### config.mk
export PLATFORM = sky130hd
export DESIGN_NAME = stopwatch_counter
export DESIGN_NICKNAME = d
export VERILOG_FILES = /design/src/rtl/stopwatch_counter.sv
export SDC_FILE = /design/constraint.sdc
export NUM_CORES = 1
export LEC_CHECK = 0
export ABC_CLOCK_PERIOD_IN_PS = 2200
export BUFFER_PORTS_ARGS = -buffer_cell sky130_fd_sc_hd__buf_2
export CORE_ASPECT_RATIO = 1.5
export CORE_UTILIZATION = 54
export CTS_CLUSTER_SIZE = 30
export DETAILED_ROUTE_END_ITERATION = 12
export MAX_ROUTING_LAYER = met4
export PLACE_DENSITY = 0.75
export SLEW_MARGIN = 15
export SYNTH_ARGS = -nofsm -noshare
export SYNTH_HDL_FRONTEND = slang
export SYNTH_SLANG_ARGS = --single-unit
### constraint.sdc
create_clock -name clk -period 2.2 [get_ports clk]
set_input_delay 0.22 -clock clk [delete_from_list [all_inputs] [get_ports clk]]
set_output_delay 0.22 -clock clk [all_outputs]
set_load 0.02 [all_outputs]
### src/rtl/stopwatch_counter.sv
// mm:ss stopwatch: four BCD digits, RUN/PAUSED control, adjust mode and registered 7-segment cathodes.
// Optional: define STOPWATCH_LEADING_BLANK_EN to blank the minutes-tens cathode while that digit is zero.
module stopwatch_counter #(
    parameter int unsigned MAX_MINUTES    = 59,
    parameter bit          SEG_ACTIVE_LOW = 1'b1
) (
    input  logic       clk,
    input  logic       rst_n,
    input  logic       tick_1hz,
    input  logic       tick_2hz,
    input  logic       pause_pulse,
    input  logic       clr,
    input  logic       adj,
    input  logic       sel,
    output logic [3:0] minutes_tens_bcd,
    output logic [3:0] minutes_ones_bcd,
    output logic [3:0] seconds_tens_bcd,
    output logic [3:0] seconds_ones_bcd,
    output logic [6:0] minutes_tens_cathode,
    output logic [6:0] minutes_ones_cathode,
    output logic [6:0] seconds_tens_cathode,
    output logic [6:0] seconds_ones_cathode,
    output logic       paused
);

    localparam logic [3:0] MAX_MT  = 4'(MAX_MINUTES / 10);
    localparam logic [3:0] MAX_MO  = 4'(MAX_MINUTES % 10);
    localparam logic [6:0] SEG_OFF = SEG_ACTIVE_LOW ? 7'h7f : 7'h00;

    typedef enum logic {
        ST_PAUSED = 1'b0,
        ST_RUN    = 1'b1
    } state_t;

    // Lit-segment table is kept active-high and flipped once for board polarity.
    function automatic logic [6:0] seg_decode(input logic [3:0] d);
        logic [6:0] lit;
        case (d)
            4'd0:    lit = 7'b0111111;
            4'd1:    lit = 7'b0000110;
            4'd2:    lit = 7'b1011011;
            4'd3:    lit = 7'b1001111;
            4'd4:    lit = 7'b1100110;
            4'd5:    lit = 7'b1101101;
            4'd6:    lit = 7'b1111101;
            4'd7:    lit = 7'b0000111;
            4'd8:    lit = 7'b1111111;
            4'd9:    lit = 7'b1101111;
            default: lit = 7'b0000000;
        endcase
        return SEG_ACTIVE_LOW ? ~lit : lit;
    endfunction

`ifdef STOPWATCH_LEADING_BLANK_EN
    localparam logic [6:0] MT_CATH_RST = SEG_OFF;
`else
    localparam logic [6:0] MT_CATH_RST = seg_decode(4'd0);
`endif

    state_t     state_q, state_d;
    logic [3:0] mt_q, mo_q, st_q, so_q;
    logic [3:0] mt_d, mo_d, st_d, so_d;
    logic [3:0] mt_inc, mo_inc, st_inc, so_inc;
    logic       sec_wrap, min_wrap;
    logic [6:0] mt_cath_q, mo_cath_q, st_cath_q, so_cath_q;
    logic [6:0] mt_cath_d;

    assign sec_wrap = (st_q == 4'd5) && (so_q == 4'd9);
    assign min_wrap = (mt_q == MAX_MT) && (mo_q == MAX_MO);

    always_comb begin
        so_inc = (so_q == 4'd9) ? 4'd0 : so_q + 4'd1;
        st_inc = st_q;
        if (sec_wrap) begin
            st_inc = 4'd0;
        end else if (so_q == 4'd9) begin
            st_inc = st_q + 4'd1;
        end
        mo_inc = (min_wrap || mo_q == 4'd9) ? 4'd0 : mo_q + 4'd1;
        mt_inc = mt_q;
        if (min_wrap) begin
            mt_inc = 4'd0;
        end else if (mo_q == 4'd9) begin
            mt_inc = mt_q + 4'd1;
        end
    end

    // Count decision uses state_q, so a same-cycle toggle only affects later ticks.
    always_comb begin
        state_d = state_q;
        mt_d    = mt_q;
        mo_d    = mo_q;
        st_d    = st_q;
        so_d    = so_q;
        if (pause_pulse && !adj) begin
            state_d = (state_q == ST_RUN) ? ST_PAUSED : ST_RUN;
        end
        if (clr) begin
            mt_d = 4'd0;
            mo_d = 4'd0;
            st_d = 4'd0;
            so_d = 4'd0;
        end else if (adj) begin
            if (tick_2hz) begin
                if (sel) begin
                    st_d = st_inc;
                    so_d = so_inc;
                end else begin
                    mt_d = mt_inc;
                    mo_d = mo_inc;
                end
            end
        end else if (state_q == ST_RUN && tick_1hz) begin
            st_d = st_inc;
            so_d = so_inc;
            if (sec_wrap) begin
                mt_d = mt_inc;
                mo_d = mo_inc;
            end
        end
    end

    always_ff @(posedge clk or negedge rst_n) begin
        if (!rst_n) begin
            state_q <= ST_PAUSED;
            mt_q    <= 4'd0;
            mo_q    <= 4'd0;
            st_q    <= 4'd0;
            so_q    <= 4'd0;
        end else begin
            state_q <= state_d;
            mt_q    <= mt_d;
            mo_q    <= mo_d;
            st_q    <= st_d;
            so_q    <= so_d;
        end
    end

`ifdef STOPWATCH_LEADING_BLANK_EN
    assign mt_cath_d = (mt_q == 4'd0) ? SEG_OFF : seg_decode(mt_q);
`else
    assign mt_cath_d = seg_decode(mt_q);
`endif

    always_ff @(posedge clk or negedge rst_n) begin
        if (!rst_n) begin
            mt_cath_q <= MT_CATH_RST;
            mo_cath_q <= seg_decode(4'd0);
            st_cath_q <= seg_decode(4'd0);
            so_cath_q <= seg_decode(4'd0);
        end else begin
            mt_cath_q <= mt_cath_d;
            mo_cath_q <= seg_decode(mo_q);
            st_cath_q <= seg_decode(st_q);
            so_cath_q <= seg_decode(so_q);
        end
    end

    assign minutes_tens_bcd     = mt_q;
    assign minutes_ones_bcd     = mo_q;
    assign seconds_tens_bcd     = st_q;
    assign seconds_ones_bcd     = so_q;
    assign minutes_tens_cathode = mt_cath_q;
    assign minutes_ones_cathode = mo_cath_q;
    assign seconds_tens_cathode = st_cath_q;
    assign seconds_ones_cathode = so_cath_q;
    assign paused               = (state_q == ST_PAUSED);

endmodule
==> run metrics <==
status=finished with violations; failing checks=design-rule violations; Routability Congestion=approximately 0.85; Top FF cell, synth=dfrtp_1; Vias per Instance=~5.6; final period utilization=0.906; drt wl/cell=14.2 um; Mapped Nets=275; global-route usage over all layers=0.230; Lkg Pwr=roughly 1.5 nW; io pins=53; Yosys reg bits=45; Final Setup Violations=0; layout cells sized above 1=0.265; CP max stage delay=0.47 ns; Max Cap Viol=0; Congestion Overflow GR=0; Max IR drop VDD=0.524 mV; synth-to-layout area growth=16.7%; CP endpoint kind=register; multi-input logic area=around 1200 sq um; Pwr Density=1090 nW/um^2; Synth area leaders=dfrtp_1 (42%), ha_1 (14%), a21oi_1 (4.5%); final-layout fill cell count=359; Buffers on Ports=52; Startpoint Class=register; critical-path maximum fanout=7; vias in the first global route=1909; CTS buffer count=5; Post-synth EDFFs=0; clock tree sinks=45; Post-route DRC=6; Worst path slowest cell=dfrtp_1; ant diodes=0; clk_lat worst skew=0.30 ns; Post-DRT Antenna Nets=0; Slew Limit Fails=0; WP data arrival=2.18 ns; cell with the most instances after synthesis=dfrtp_1; Nets=about 330; CP bufs+invs=1; placed cell area=2750 sq um; post-synth top area share=0.421; largest net degree at the start of global routing=30; Tot Pwr=0.00309 W; Total Routed Length=4890 um; Die Y=84.2 um; GR Util met1=0.254; Worst Max-Slew Pin Slew=0.616 ns; worst-case clock buffer depth=2; first-pass GRT wire length=8400 um; Final Hold Viols=0; Post-Syn Area=between 2000 and 2500 sq um; Post-CTS Setup Repair Bufs=0; post-synthesis async set-or-reset flop share=1.00; RSZ-0062 raised after global routing=no; CTS clk-pin slew, worst paths=0.08 ns; post-DP HPWL=3650 um; final critical path time including I/O delays and setup=1.99 ns; die area=about 4800 sq um; setup TNS=0 ns; crit-path cells=inv_1 > ha_1 > and3b_1 > a221oi_2 > nor2_2 > a32o_1; GRT met3 Usage=0.0354; most used routing layer=met2; sequential area share after synthesis=0.465; htree depth=2; maximum clock frequency=502 MHz; met2 usage=0.405; kind of critical path=register to register; DRT Pass-1 Iters=8; critical path's top delay family=compound AO/OA/AOI/OAI gates; First DRT Iteration DRCs=53; post-synthesis cell count=240; root buffer cell=clkbuf_8; syn avg cell area=10.1 sq um; core area=4280 sq um; via count=1937; Crit path required time=2.39 ns; post-route cell area=2840 sq um; CTS tree=yes; final clock skew=0.00541 ns; Yosys top cell by area=dfrtp_1; storage element area=1130 sq um; post-cts resize count=0; Die Wd=56.8 um; Initial Util=0.569; Hold Path Class=input port to register; Rel. slew slack=0.590; antenna violations before repair=0; synth unique cells=48; Synth top cells by count=dfrtp_1 (41), ha_1 (27), a21oi_1 (22); YS warnings=0; FP Rows=29
-- where the power goes --
| group | switching [W] | internal [W] | leakage, nW |
|---|---|---|---|
| clock | 0.000274 | 0.000226 | 0.0395 |
| sequential | 0.000160 | 0.00110 | 0.568 |
| combinational | 0.000845 | 0.000480 | 0.843 |
-- placed cells by master (no fill, tap or decap), drive strengths merged, types with 2 or more instances in the layout --
master and n:
a2111oi 2, a21oi 22, a22oi 4, a31oi 3, and3b 3, buf 57, clkbuf 8, dfrtp 41
dfstp 4, ha 27, inv 18, mux2i 3, nand2 17, nand2b 2, nand3 5, nand4 4
nor2 19, nor2b 2, nor3 5, o211ai 2, o21ai 20, or2 6, or4 2
-- flip-flops by register name, summed over array words and instances (netlist names) --
signal	count
seconds_tens_bcd	4
minutes_tens_cathode	7
minutes_tens_bcd	4
minutes_ones_cathode	7
state_q	1
seconds_ones_cathode	7
seconds_tens_cathode	7
minutes_ones_bcd	4
seconds_ones_bcd	4
-- repair_timing --
item,4_1_cts,5_1_grt
hold buffers,1,0
hold endpoints to repair,24,0
endpoints found under the setup margin,0,0
-- worst reg2reg max path: cells and delay by family (launching register included) --
family                     cells  cell delay [ns]
buffers and inverters          1             0.10
AOI/OAI and AO/OA              2             0.71
and+or+nand+nor                2             0.39
adders and majority gates      1             0.20
DFF                            1             0.47
-- final timing paths --
| check | startpoint | endpoint | slack (ns) | cells after the start |
|---|---|---|---|---|
| max | seconds_ones_bcd[1] | minutes_ones_bcd[3] | 0.21 | 6 |
| min | pause_pulse | state_q | 0.21 | 3 |
| max reg2reg | seconds_ones_bcd[1] | minutes_ones_bcd[3] | 0.21 | 6 |
| min reg2reg | state_q | state_q | 0.59 | 2 |
| max in group asynchronous | rst_n | seconds_tens_cathode[6] | 1.10 | 3 |
| min in group asynchronous | rst_n | minutes_tens_cathode[2] | 0.46 | 2 |
-- through the flow --
stage / util / hold slack, ns / setup slack [ns] / cells
4_1_cts: 0.664 / 0.223 / 0.230 / 344
5_1_grt: 0.664 / 0.225 / 0.0572 / 344
6_report: 0.664 / 0.213 / 0.206 / 344
3_3_place_gp: 0.643 / 0.265 / 0.340 / 335
3_5_place_dp: 0.643 / 0.273 / 0.257 / 335
2_1_floorplan: - / -0.0756 / 0.156 / 240
-- routing by layer --
| layer | vias to the layer above | part of all wire | routed length (um) |
|---|---|---|---|
| li1 | 952 | - | - |
| met1 | 922 | 0.42 | 2040 |
| met2 | 56 | 0.53 | 2610 |
| met3 | 7 | 0.035 | 173 |
| met4 | 0 | 0.014 | 69 |
| met5 | - | 0 | 0 |
-- cell type report --
| cell class | count | area share |
|---|---|---|
| Tap cell | 46 | 0.0203 |
| Clock buffer | 8 | 0.0282 |
| Timing Repair Buffer | 58 | 0.108 |
| Inverter | 18 | 0.0238 |
| Sequential cell | 45 | 0.398 |
| Multi-Input combinational cell | 169 | 0.421 |
-- logic make-up after synthesis --
kind of cell    count (synthesis)  share of synthesized area
buf+inv                        26                     0.0437
flops                          45                      0.465
xor+xnor                        2                    0.00720
compound gates                 66                      0.177
simple gates                   70                      0.151
fa+ha+maj                      27                      0.139
mux                             4                     0.0185
Power figures use the tool's default switching activity.
